===== src/rtl/vc_ram_stream_reader_pkg.sv =====
// Shared types for the RAM stream reader.
// Holds the controller state encoding.
package vc_ram_stream_reader_pkg;

  typedef enum logic [1:0] {
    IDLE  = 2'd0,
    RUN   = 2'd1,
    DRAIN = 2'd2
  } state_e;

endpackage


===== src/rtl/vc_ram_stream_reader_bitrev.sv =====
// Combinational bit-order reversal of an index.
// Shared with the FFT address generators.
module vc_ram_stream_reader_bitrev #(
  parameter int AW = 4
) (
  input  logic [AW-1:0] in_i,
  output logic [AW-1:0] out_o
);

  // Mirror every bit position.
  always_comb begin
    out_o = '0;
    for (int k = 0; k < AW; k++) begin
      out_o[k] = in_i[AW-1-k];
    end
  end

endmodule


===== src/rtl/vc_ram_stream_reader.sv =====
// Streams a block of words out of a combinational-read RAM.
// Linear or bit-reversed order, registered val/rdy output.
module vc_ram_stream_reader
  import vc_ram_stream_reader_pkg::*;
#(
  parameter int W     = 32,
  parameter int DEPTH = 16,
  parameter int AW    = 4
) (
  input  logic          clk,
  input  logic          reset_n,
  input  logic          cmd_val,
  output logic          cmd_rdy,
  input  logic [AW-1:0] cmd_base,
  input  logic [AW:0]   cmd_len,
  input  logic          cmd_bitrev,
  output logic [AW-1:0] raddr,
  input  logic [W-1:0]  rdata,
  output logic          out_val,
  input  logic          out_rdy,
  output logic [W-1:0]  out_data,
  output logic          out_last,
  output logic          busy
);

  localparam logic [AW:0] MAXLEN = (AW+1)'(DEPTH);

  state_e        state_q, state_d;
  logic [AW:0]   idx_q, idx_d;
  logic [AW:0]   len_q, len_d;
  logic [AW-1:0] base_q, base_d;
  logic          rev_q, rev_d;
  logic [AW-1:0] raddr_q, raddr_d;
  logic          val_q, val_d;
  logic [W-1:0]  data_q, data_d;
  logic          last_q, last_d;

  logic [AW-1:0] idx_lo;
  logic [AW-1:0] idx_rev;
  logic [AW-1:0] offset;
  logic [AW-1:0] addr_nxt;
  logic          advance;
  logic          is_last;

  assign idx_lo   = idx_q[AW-1:0] + 1'b1;
  assign offset   = rev_q ? idx_rev : idx_lo;
  assign addr_nxt = base_q + offset;
  assign advance  = !val_q || out_rdy;
  assign is_last  = (idx_q == len_q - 1'b1);

  vc_ram_stream_reader_bitrev #(
    .AW(AW)
  ) u_bitrev (
    .in_i (idx_lo),
    .out_o(idx_rev)
  );

  // State, index, address and output registers.
  always_ff @(posedge clk or negedge reset_n) begin
    if (!reset_n) begin
      state_q <= IDLE;
      idx_q   <= '0;
      len_q   <= '0;
      base_q  <= '0;
      rev_q   <= 1'b0;
      raddr_q <= '0;
      val_q   <= 1'b0;
      data_q  <= '0;
      last_q  <= 1'b0;
    end else begin
      state_q <= state_d;
      idx_q   <= idx_d;
      len_q   <= len_d;
      base_q  <= base_d;
      rev_q   <= rev_d;
      raddr_q <= raddr_d;
      val_q   <= val_d;
      data_q  <= data_d;
      last_q  <= last_d;
    end
  end

  // Next-state: accept, read-and-capture, drain last word.
  always_comb begin
    state_d = state_q;
    idx_d   = idx_q;
    len_d   = len_q;
    base_d  = base_q;
    rev_d   = rev_q;
    raddr_d = raddr_q;
    val_d   = val_q;
    data_d  = data_q;
    last_d  = last_q;
    unique case (state_q)
      IDLE: begin
        if (cmd_val && cmd_len != '0) begin
          state_d = RUN;
          base_d  = cmd_base;
          len_d   = cmd_len;
          rev_d   = cmd_bitrev;
          idx_d   = '0;
          raddr_d = cmd_base;
        end
      end
      RUN: begin
        if (advance) begin
          data_d  = rdata;
          val_d   = 1'b1;
          last_d  = is_last;
          idx_d   = idx_q + 1'b1;
          raddr_d = addr_nxt;
          if (is_last) state_d = DRAIN;
        end
      end
      DRAIN: begin
        if (val_q && out_rdy) begin
          val_d   = 1'b0;
          last_d  = 1'b0;
          state_d = IDLE;
        end
      end
      default: state_d = IDLE;
    endcase
  end

  assign cmd_rdy  = (state_q == IDLE);
  assign busy     = (state_q != IDLE);
  assign raddr    = raddr_q;
  assign out_val  = val_q;
  assign out_data = data_q;
  assign out_last = last_q;

  // Illegal length and unknown handshake inputs.
  a_len: assert property (@(posedge clk) disable iff (!reset_n)
    (cmd_val && cmd_rdy) |-> (cmd_len <= MAXLEN));
  a_cval: assert property (@(posedge clk) disable iff (!reset_n)
    !$isunknown(cmd_val));
  a_ordy: assert property (@(posedge clk) disable iff (!reset_n)
    val_q |-> !$isunknown(out_rdy));

endmodule


===== config.mk =====
export PLATFORM = sky130hd
export DESIGN_NAME = vc_ram_stream_reader
export DESIGN_NICKNAME = d
export VERILOG_FILES = /design/src/rtl/vc_ram_stream_reader_pkg.sv /design/src/rtl/vc_ram_stream_reader_bitrev.sv /design/src/rtl/vc_ram_stream_reader.sv
export SDC_FILE = /design/constraint.sdc
export NUM_CORES = 1
export LEC_CHECK = 0
export CORE_MARGIN = 2
export CORE_UTILIZATION = 49
export CTS_CLUSTER_DIAMETER = 200
export DETAILED_ROUTE_END_ITERATION = 6
export HOLD_SLACK_MARGIN = 0.15
export MAX_ROUTING_LAYER = met4
export PLACE_DENSITY_LB_ADDON = 0.3
export SYNTH_ARGS = -nofsm -noshare
export SYNTH_HDL_FRONTEND = slang
export SYNTH_SLANG_ARGS = --single-unit

===== constraint.sdc =====
create_clock -name clk -period 6.1 [get_ports clk]
set_input_delay 1.83 -clock clk [delete_from_list [all_inputs] [get_ports clk]]
set_output_delay 1.83 -clock clk [all_outputs]
set_load 0.01 [all_outputs]

==> results.yml <==
outcome:
  status: "completed"
worst_setup_path:
  startpoint_type: "input pin"
  critical_path_required_ps: 6340
  critPathSlowestCell: "o211ai_2"
  r2r_end: "raddr[3]"
  r2r_slack_ps: 3500
  critical_path_arrival_ps: 4170
  cp_cell_sequence: "clkdlybuf4s50_1 -> or4_1 -> o211ai_2 -> and2_0 -> a221o_1"
  rr_worst_depth: 8
  crit_fanout: 21
  worst-setup-path-type: "input pin to flip-flop"
  critPathMaxStageDelay_ps: 760
  r2r-start: "idx_q[0]"
  end_kind: "flip-flop"
job:
  maxCapViolCount: 0
pwr:
  clockPowerShare: 0.153
  vdd_drop_max_uv: 331
  power_density_nw_per_um2: 512
  p_int_uw: 1180
  leakagePower_uw: 0.00170
  pwr-share-seq: 0.359
  comb_power_share: 0.488
  power.switching_uw: 646
  swShare: 0.354
clocking:
  clk_latency_ps: 310
  cts_sinks: 55
  clockBufferDepth: 2
  cts_setup_buffers: 0
  ctsResizeCount: 0
  cts_made_buffers: 5
  cts_hold_buffers: 0
  tritoncts: "yes"
  cts_max_level: 2
  clk_pin_slew_ps: 90
  cts_root_buf: "clkbuf_8"
yosys:
  synth_cells: 264
  ys_warn_count: 0
  syn-cell-area_sq_um: 2540
  synthAdderAreaFrac: 0.0325
  synthDistinctLibCells: 42
  syn_nets: 316
  synth-compound-area-share: 0.0655
  yosysTopAreaCell: "dfrtp_1"
  synth_top_family_by_area: "simple AND/OR/NAND/NOR gates"
  avgSynthCellArea_sq_um: 9.63
  synthMuxAreaShare: 0.0556
  synth-xor-area-share: 0.0487
  ys_seq_elements: 55
  ys_seq_area_frac: 0.542
  synth-simple-area-share: 0.218
  synth_area_leaders: "dfrtp_1 54%, nand2_1 15%, mux2_2 4.0%"
  yosysTopAreaCellShare: 0.542
route:
  vias: 2087
  totalWireLength_microns: 5790
  avgViaCountPerCell: 5.02
  drcViolationCount: 0
  drt-initial-drc-count: 93
  ant_nets: 0
  first_pass_iters: 4
  wl_per_cell_microns: 13.9
grt:
  gr-total-overflow: 0
  grt_max_degree: 56
  antenna_found_initial: 0
  grt_usage: 0.220
  grt_pass1_vias: 2136
  grt_pass1_wl_microns: 9970
floorplanning:
  row_count: 26
  design.core.area_sq_um: 5040
  die_x_microns: 76.0
  die_y_microns: 76.0
  dieArea_sq_um: 5780
  start_util: 0.504
  io_pins: 86
final_layout:
  syn_to_final_growth_pct: 40.4
  nNetsFinal: 397
  drive_above_1_share: 0.0780
  n_antenna_cell: 0
  final_util: 0.708
placement:
  gp_congestion: 0.751
  dp_hpwl_microns: 4210
  port_buffers: 85
sta:
  finalCriticalPeriod_ps: 3920
  slew_headroom: 0.355
  skew_ps: 10.3
  setup_viol: 0
  tns_ps: 0
  post-route-period-util: 0.643
  worst_pin_slew_ps: 967
  timing_hold_violations_final: 0
  rsz0062_at_grt: "no"
  fmax_mhz: 255
  maxSlewViolCount: 0
worst_hold_path:
  hold_start: "out_data[25]"
  min_path_type: "flip-flop to flip-flop"
  hold_end: "out_data[25]"
  hold_depth: 2
==> through the flow <==
step                power [uW]  instance area, sq um  hold slack, ps  std cells  worst slack [ps]
floorplan                 1170                  2540             451        264              2950
global placement          1520                  3440             456        408              1910
detailed placement        1560                  3440             464        408              1820
CTS                       1840                  3570             488        416              2150
global route              1960                  3570             506        416              2010
finish                    1830                  3570             485        416              2180
==> Yosys cell counts, drive strengths merged <==
cell type and instances:
nand2 100, dfrtp 55, nand3 10, mux2 9, nor2 9, clkbuf 8, inv 8, a21oi 7
o21ai 7, buf 6, ha 5, xor2 5, mux2i 4, xnor2 4, a21o 2, and2 2
nand3b 2, nor2b 2, nor3 2, xnor3 2, a211oi 1, a21bo 1, a221o 1, a22oi 1
a31o 1, a32oi 1, fa 1, nand2b 1, nand4bb 1, nor3b 1, o211ai 1, o31ai 1
o32ai 1, or3 1, or4 1
==> cells by family after synthesis <==
| family | after synthesis |
|---|---|
| xor+xnor | 11 |
| buf+inv | 22 |
| fa+ha+maj | 6 |
| flops | 55 |
| compound gates | 25 |
| mux | 13 |
| simple gates | 132 |
==> how the worst max path moves through the flow <==
stage | startpoint | endpoint | cells past startpoint
after floorplan | cmd_len[0] | base_q[0] | 4
after CTS | cmd_len[0] | raddr[1] | 5
after global placement | cmd_len[0] | raddr[2] | 5
after detailed placement | cmd_len[0] | raddr[1] | 5
final | cmd_len[0] | raddr[3] | 5
after global routing | cmd_len[0] | raddr[1] | 5
==> routing by layer <==
metal / vias to the layer above / global-route usage / wire length (microns)
met5: - / - / 0
met4: 0 / 0.0691 / 108
met3: 10 / 0.0533 / 294
met2: 63 / 0.354 / 2870
met1: 993 / 0.279 / 2520
li1: 1021 / - / -
==> flip-flops by register name, indices dropped and copies added, names as in the netlist <==
name	flops
out_data	32
idx_q	5
len_q	5
base_q	4
raddr	4
state_q	2
out_last	1
out_val	1
rev_q	1
==> worst max-delay path, delay by kind of cell <==
kind            cells  cell delay, ps
simple gates        2             940
buf+inv             1             420
compound gates      2             960
==> power by group through the flow <==
| stage | clock [uW] | combinational (uW) | sequential (uW) |
|---|---|---|---|
| after global placement | 0 | 868 | 653 |
| after floorplan | 0 | 495 | 676 |
| final | 279 | 890 | 656 |
| after CTS | 285 | 902 | 656 |
| after global routing | 299 | 984 | 679 |
| after detailed placement | 0 | 899 | 660 |
==> layout by cell type, fill, tap and decap left out, types with 2 or more instances in the layout <==
cell type | Yosys | final
clkdlybuf4s50_1 | 0 | 84
xnor2_1 | 4 | 4
nand2_1 | 100 | 100
inv_1 | 8 | 8
dfrtp_1 | 55 | 55
nor2_2 | 1 | 2
buf_4 | 1 | 3
xor2_1 | 5 | 5
a21oi_1 | 7 | 7
ha_1 | 5 | 5
mux2_2 | 9 | 9
nor3_1 | 2 | 2
xnor3_1 | 2 | 2
a21o_1 | 2 | 2
bufinv_16 | 0 | 2
clkbuf_8 | 0 | 5
nand3b_1 | 2 | 2
nand3_1 | 10 | 10
o21ai_0 | 6 | 6
nor2_1 | 8 | 7
mux2i_1 | 4 | 4
==> layout make-up <==
type	instances	area (sq um)
fill	406	1470
clock buffer	6	72.6
clock inverter	2	60.1
timing repair buffer	88	868
inverter	8	30.0
sequential	55	1380
tap	70	87.6
multi-input combinational	187	1070
No activity file was read; power rests on OpenSTA's default activity.
==> RTL change 1 (config.mk and constraints unchanged) <==
Re-encode `state_e` (3 states) as one-hot, 3 bits wide.
--- a/src/rtl/vc_ram_stream_reader_pkg.sv
+++ b/src/rtl/vc_ram_stream_reader_pkg.sv
@@ -2,10 +2,10 @@
 // Holds the controller state encoding.
 package vc_ram_stream_reader_pkg;
 
-  typedef enum logic [1:0] {
-    IDLE  = 2'd0,
-    RUN   = 2'd1,
-    DRAIN = 2'd2
+  typedef enum logic [2:0] {
+    IDLE  = 3'b001,
+    RUN   = 3'b010,
+    DRAIN = 3'b100
   } state_e;
 
 endpackage
Formal check against the unedited RTL: no difference found for any inputs over 10 cycles, from zero or initial values and one cycle with reset_n low; not proved beyond that.
==> RTL change 1 against the unedited design <==
Register-to-register slack improved by 0.21 ns; wire length grew 0.31%; clock power down 24%; clock skew shrank 0.0028 ns; via count grew 3.5%; sequential share of layout area up 0.26 points; core utilization decreased by 0.93 points; setup slack improved by 0.14 ns; power shrank 6.6%; sequential power is essentially flat; sequential cell count up 1; synthesized area rose by 4.1%; cell area grew 1.2%.
==> RTL change 1: results (changes against the unedited design) <==
stage;metric;value;unit;change
yosys;Syn Nets;338;;+7.0%
global_routing;global routing met1 resource utilization;27.2;%;-0.69 points
finish;Final clock-cell share;2.67;%;-1.0 points
setup_path;R2R setup slack;3.71;ns;+0.21 ns
global_routing;largest net degree at the start of global routing;57;;+1.8%
yosys;Mean Syn Cell Area;9.25;sq um;-3.9%
pwr;worst vdd ir;0.000222;V;-33%
finish;multi-input gate count;210;;+12%
placed_design;Cells after DPL;429;;+5.1%
worst_hold_path;worst hold endpoint;out_data[28]$_DFFE_PN0P_;;
finish;nonclk buf count;87;;-1.1%
worst_hold_path;Hold Path Origin;out_data[28]$_DFFE_PN0P_;;
drt;routed wire length;5810;microns;+0.31%
finish;FF/Latch Area;1400;sq um;+1.9%
drt;met2 wire len;2880;microns;+0.24%
finish;layout cell share with drive strength beyond 1;8.72;%;+0.92 points
drt;routed vias;2161;;+3.5%
finish;inverters;6;;-2
yosys;Commonest cells post-synth;nand2_1 (125), dfrtp_1 (55), o21ai_0 (12);;
finish;# nets final;418;;+5.3%
pwr;Power Dens Cells;472;nW/um^2;-7.8%
placed_design;Post-DP HPWL;4180;microns;-0.82%
drt;Met1 Wirelength;2570;microns;+1.9%
pwr;leakage power;1.68;nW;-1.2%
drt;Iteration-0 DRC Markers;161;;+73%
outcome;status;finished clean;;
yosys;Area contributors post-synth;dfrtp_1 (52%), nand2_1 (18%), xnor2_1 (2.6%);;
timing;Final Skew;0.00746;ns;-0.00285 ns
global_routing;global-route met2 utilization;35.7;%;+0.21 points
finish;final std cells w/o fill;437;;+5.0%
yosys;post-synthesis sequential area ratio;53.0;%;-1.1 points
drt;met3 WL;291;microns;-1.0%
clock_network;Num Clock Sinks;56;;+1.8%
placed_design;RD Place Congestion;0.874;;+16%
setup_path;Critical Path AT;1.96;ns;-2.21 ns
setup_path;Worst path max stage delay;0.59;ns;-0.17 ns
floorplan;total die area;6000;sq um;+3.9%
placed_design;dpl ws;2.16;ns;+0.343 ns
timing;WHS;0.481;ns;-0.00326 ns
## RTL change 1: cell types whose count changed in the layout (fill, tap and decap cells not counted), moves of 4 or more
cell and delta:
nand2_1 +25, nand3_1 -8, mux2_2 -7, o21ai_0 +6
inv_1 -4, xnor2_1 +4
## RTL change 1: power by group
part / switching (mW) / total, mW / internal (mW)
sequential: 0.117 / 0.656 / 0.538
clock: 0.118 / 0.211 / 0.0931
combinational: 0.394 / 0.837 / 0.443
## RTL change 1: logic make-up (layout without fill, tap and decap cells)
group | after synthesis | count (layout) | synth area share [%]
xor+xnor | 10 | 10 | 3.31
buf+inv | 20 | 101 | 3.83
mux | 5 | 5 | 1.99
simple gates | 154 | 154 | 25.2
flops | 56 | 56 | 53.0
compound gates | 35 | 35 | 9.56
fa+ha+maj | 6 | 6 | 3.12
## RTL change 1: tightest hold or removal path, stage by stage, from the launching register on
cell,delay (ns)
dfrtp_1,0.35
nand2_1,0.05
nand2_1,0.05
==> RTL change 2 (same settings) <==
Without the edit above. `AW` is set to 4 in 2 places; all go to 5.
--- a/src/rtl/vc_ram_stream_reader_bitrev.sv
+++ b/src/rtl/vc_ram_stream_reader_bitrev.sv
@@ -1,7 +1,7 @@
 // Combinational bit-order reversal of an index.
 // Shared with the FFT address generators.
 module vc_ram_stream_reader_bitrev #(
-  parameter int AW = 4
+  parameter int AW = 5
 ) (
   input  logic [AW-1:0] in_i,
   output logic [AW-1:0] out_o
--- a/src/rtl/vc_ram_stream_reader.sv
+++ b/src/rtl/vc_ram_stream_reader.sv
@@ -5,7 +5,7 @@
 #(
   parameter int W     = 32,
   parameter int DEPTH = 16,
-  parameter int AW    = 4
+  parameter int AW    = 5
 ) (
   input  logic          clk,
   input  logic          reset_n,
Interface: changed (resized cmd_base, cmd_len and raddr); port bits go from 86 to 89. No check against the original RTL was run, so the function may have changed too.
==> RTL change 2 against the unedited design <==
Maximum frequency grew 4.0%; critical path depth grew 1; sequential share of layout area shrank 0.33 points; sequential cell count grew 4; clock power grew 25%; global-route usage shrank 0.14 points; setup slack gained 0.15 ns; wire length grew 6.4%; synthesized area grew 8.6%; power shrank 1.2%; highest routed layer unchanged; cell area grew 8.2%; first-iteration DRC count grew 44%; critical endpoint is now raddr[4]$_DFFE_PN0P_.
==> RTL change 2: results (changes against the unedited design) <==
stage;metric;value;unit;change
drt;routed wire length;6160;microns;+6.4%
placed_design;Placed Area;3670;sq um;+6.7%
worst_hold_path;Hold Path Origin;out_data[5]$_DFFE_PN0P_;;
drt;met2 wire len;2910;microns;+1.4%
global_routing;largest net degree at the start of global routing;60;;+7.1%
timing;worst-margin pin slew;0.838;ns;-0.129 ns
setup_path;CP max FO;20;;-4.8%
global_routing;vias in the first global route;2353;;+10%
setup_path;Worst path max stage delay;0.66;ns;-0.10 ns
global_routing;Total Routing Usage GR;21.9;%;-0.14 points
placed_design;Port-buffer cells;88;;+3.5%
yosys;Mean Syn Cell Area;9.11;sq um;-5.4%
yosys;Area contributors post-synth;dfrtp_1 (54%), nand2_1 (17%), xnor2_1 (3.2%);;
outcome;status;finished clean;;
drt;met3 WL;387;microns;+32%
clock_network;CTS clk-pin slew, worst paths;0.06;ns;-0.03 ns
pwr;P_int;1.18;mW;-0.17%
drt;Iteration-0 DRC Markers;134;;+44%
timing;Final Skew;0.00483;ns;-0.00548 ns
setup_path;Critical Path Start;out_rdy;;
pwr;worst vdd ir;0.000267;V;-19%
pwr;leakage power;1.83;nW;+7.1%
clock_network;CTS H-tree lvls;3;;+1
finish;final std cells w/o fill;467;;+12%
drt;routed vias;2320;;+11%
finish;layout cell share with drive strength beyond 1;7.34;%;-0.46 points
drt;Met1 Wirelength;2700;microns;+7.1%
yosys;Syn Nets;358;;+13%
yosys;Cell variety after synth;35;;-17%
setup_path;slowest CP cell;nor2_2;;
global_routing;first-pass GRT wire length;10100;microns;+1.4%
placed_design;RD Place Congestion;0.827;;+10%
yosys;post-synthesis sequential area ratio;53.5;%;-0.65 points
finish;# nets final;445;;+12%
## RTL change 2: kinds of logic (layout without fill, tap and decap cells)
family / after synthesis / count (layout) / share of synthesized area, %
buffers and inverters: 20 / 112 / 3.67
AND/OR/NAND/NOR: 160 / 160 / 24.0
AO/OA/AOI/OAI: 33 / 33 / 7.17
multiplexers: 9 / 9 / 3.45
adder cells (fa/ha/maj): 7 / 7 / 3.45
flip-flops: 59 / 59 / 53.5
XOR/XNOR: 15 / 15 / 4.76
## RTL change 2: path summary, 6_finish.rpt
check,cells after the start,slack (ns),endpoint
max,6,2.33,raddr[4]$_DFFE_PN0P_
max reg2reg,11,3.15,raddr[4]$_DFFE_PN0P_
min,2,0.47,out_data[5]$_DFFE_PN0P_
max in group asynchronous,2,3.98,out_data[7]$_DFFE_PN0P_
min in group asynchronous,2,1.63,state_q[1]$_DFFE_PN0P_
min reg2reg,2,0.47,out_data[5]$_DFFE_PN0P_
## RTL change 2: layout make-up
class	instances	area [sq um]
fill	451	1610
tap	72	90.1
timing repair buffer	91	898
sequential	59	1480
clock inverter	5	52.6
multi-input combinational	224	1180
clock buffer	11	141
inverter	5	18.8
## RTL change 2: power by group through the flow
stage	clock, mW	sequential (mW)	combinational, mW
3_3_place_gp	0	0.677	0.768
4_1_cts	0.359	0.675	0.790
5_1_grt	0.378	0.698	0.855
6_report	0.349	0.674	0.780
3_5_place_dp	0	0.679	0.785
2_1_floorplan	0	0.701	0.423
## RTL change 2: per-layer routing
metal,track usage (%),vias to the layer above
li1,-,1142
met1,24.6,1096
met4,12.4,0
met3,7.05,15
met5,-,-
met2,34.6,67
## RTL change 2: worst reg2reg max path: cells and delay by family, from the launching register on
family | cells | cell delay [ns]
AO/OA/AOI/OAI | 3 | 0.65
XOR/XNOR | 3 | 0.56
adder cells (fa/ha/maj) | 3 | 0.92
flip-flops | 1 | 0.46
multiplexers | 1 | 0.14
AND/OR/NAND/NOR | 1 | 0.12
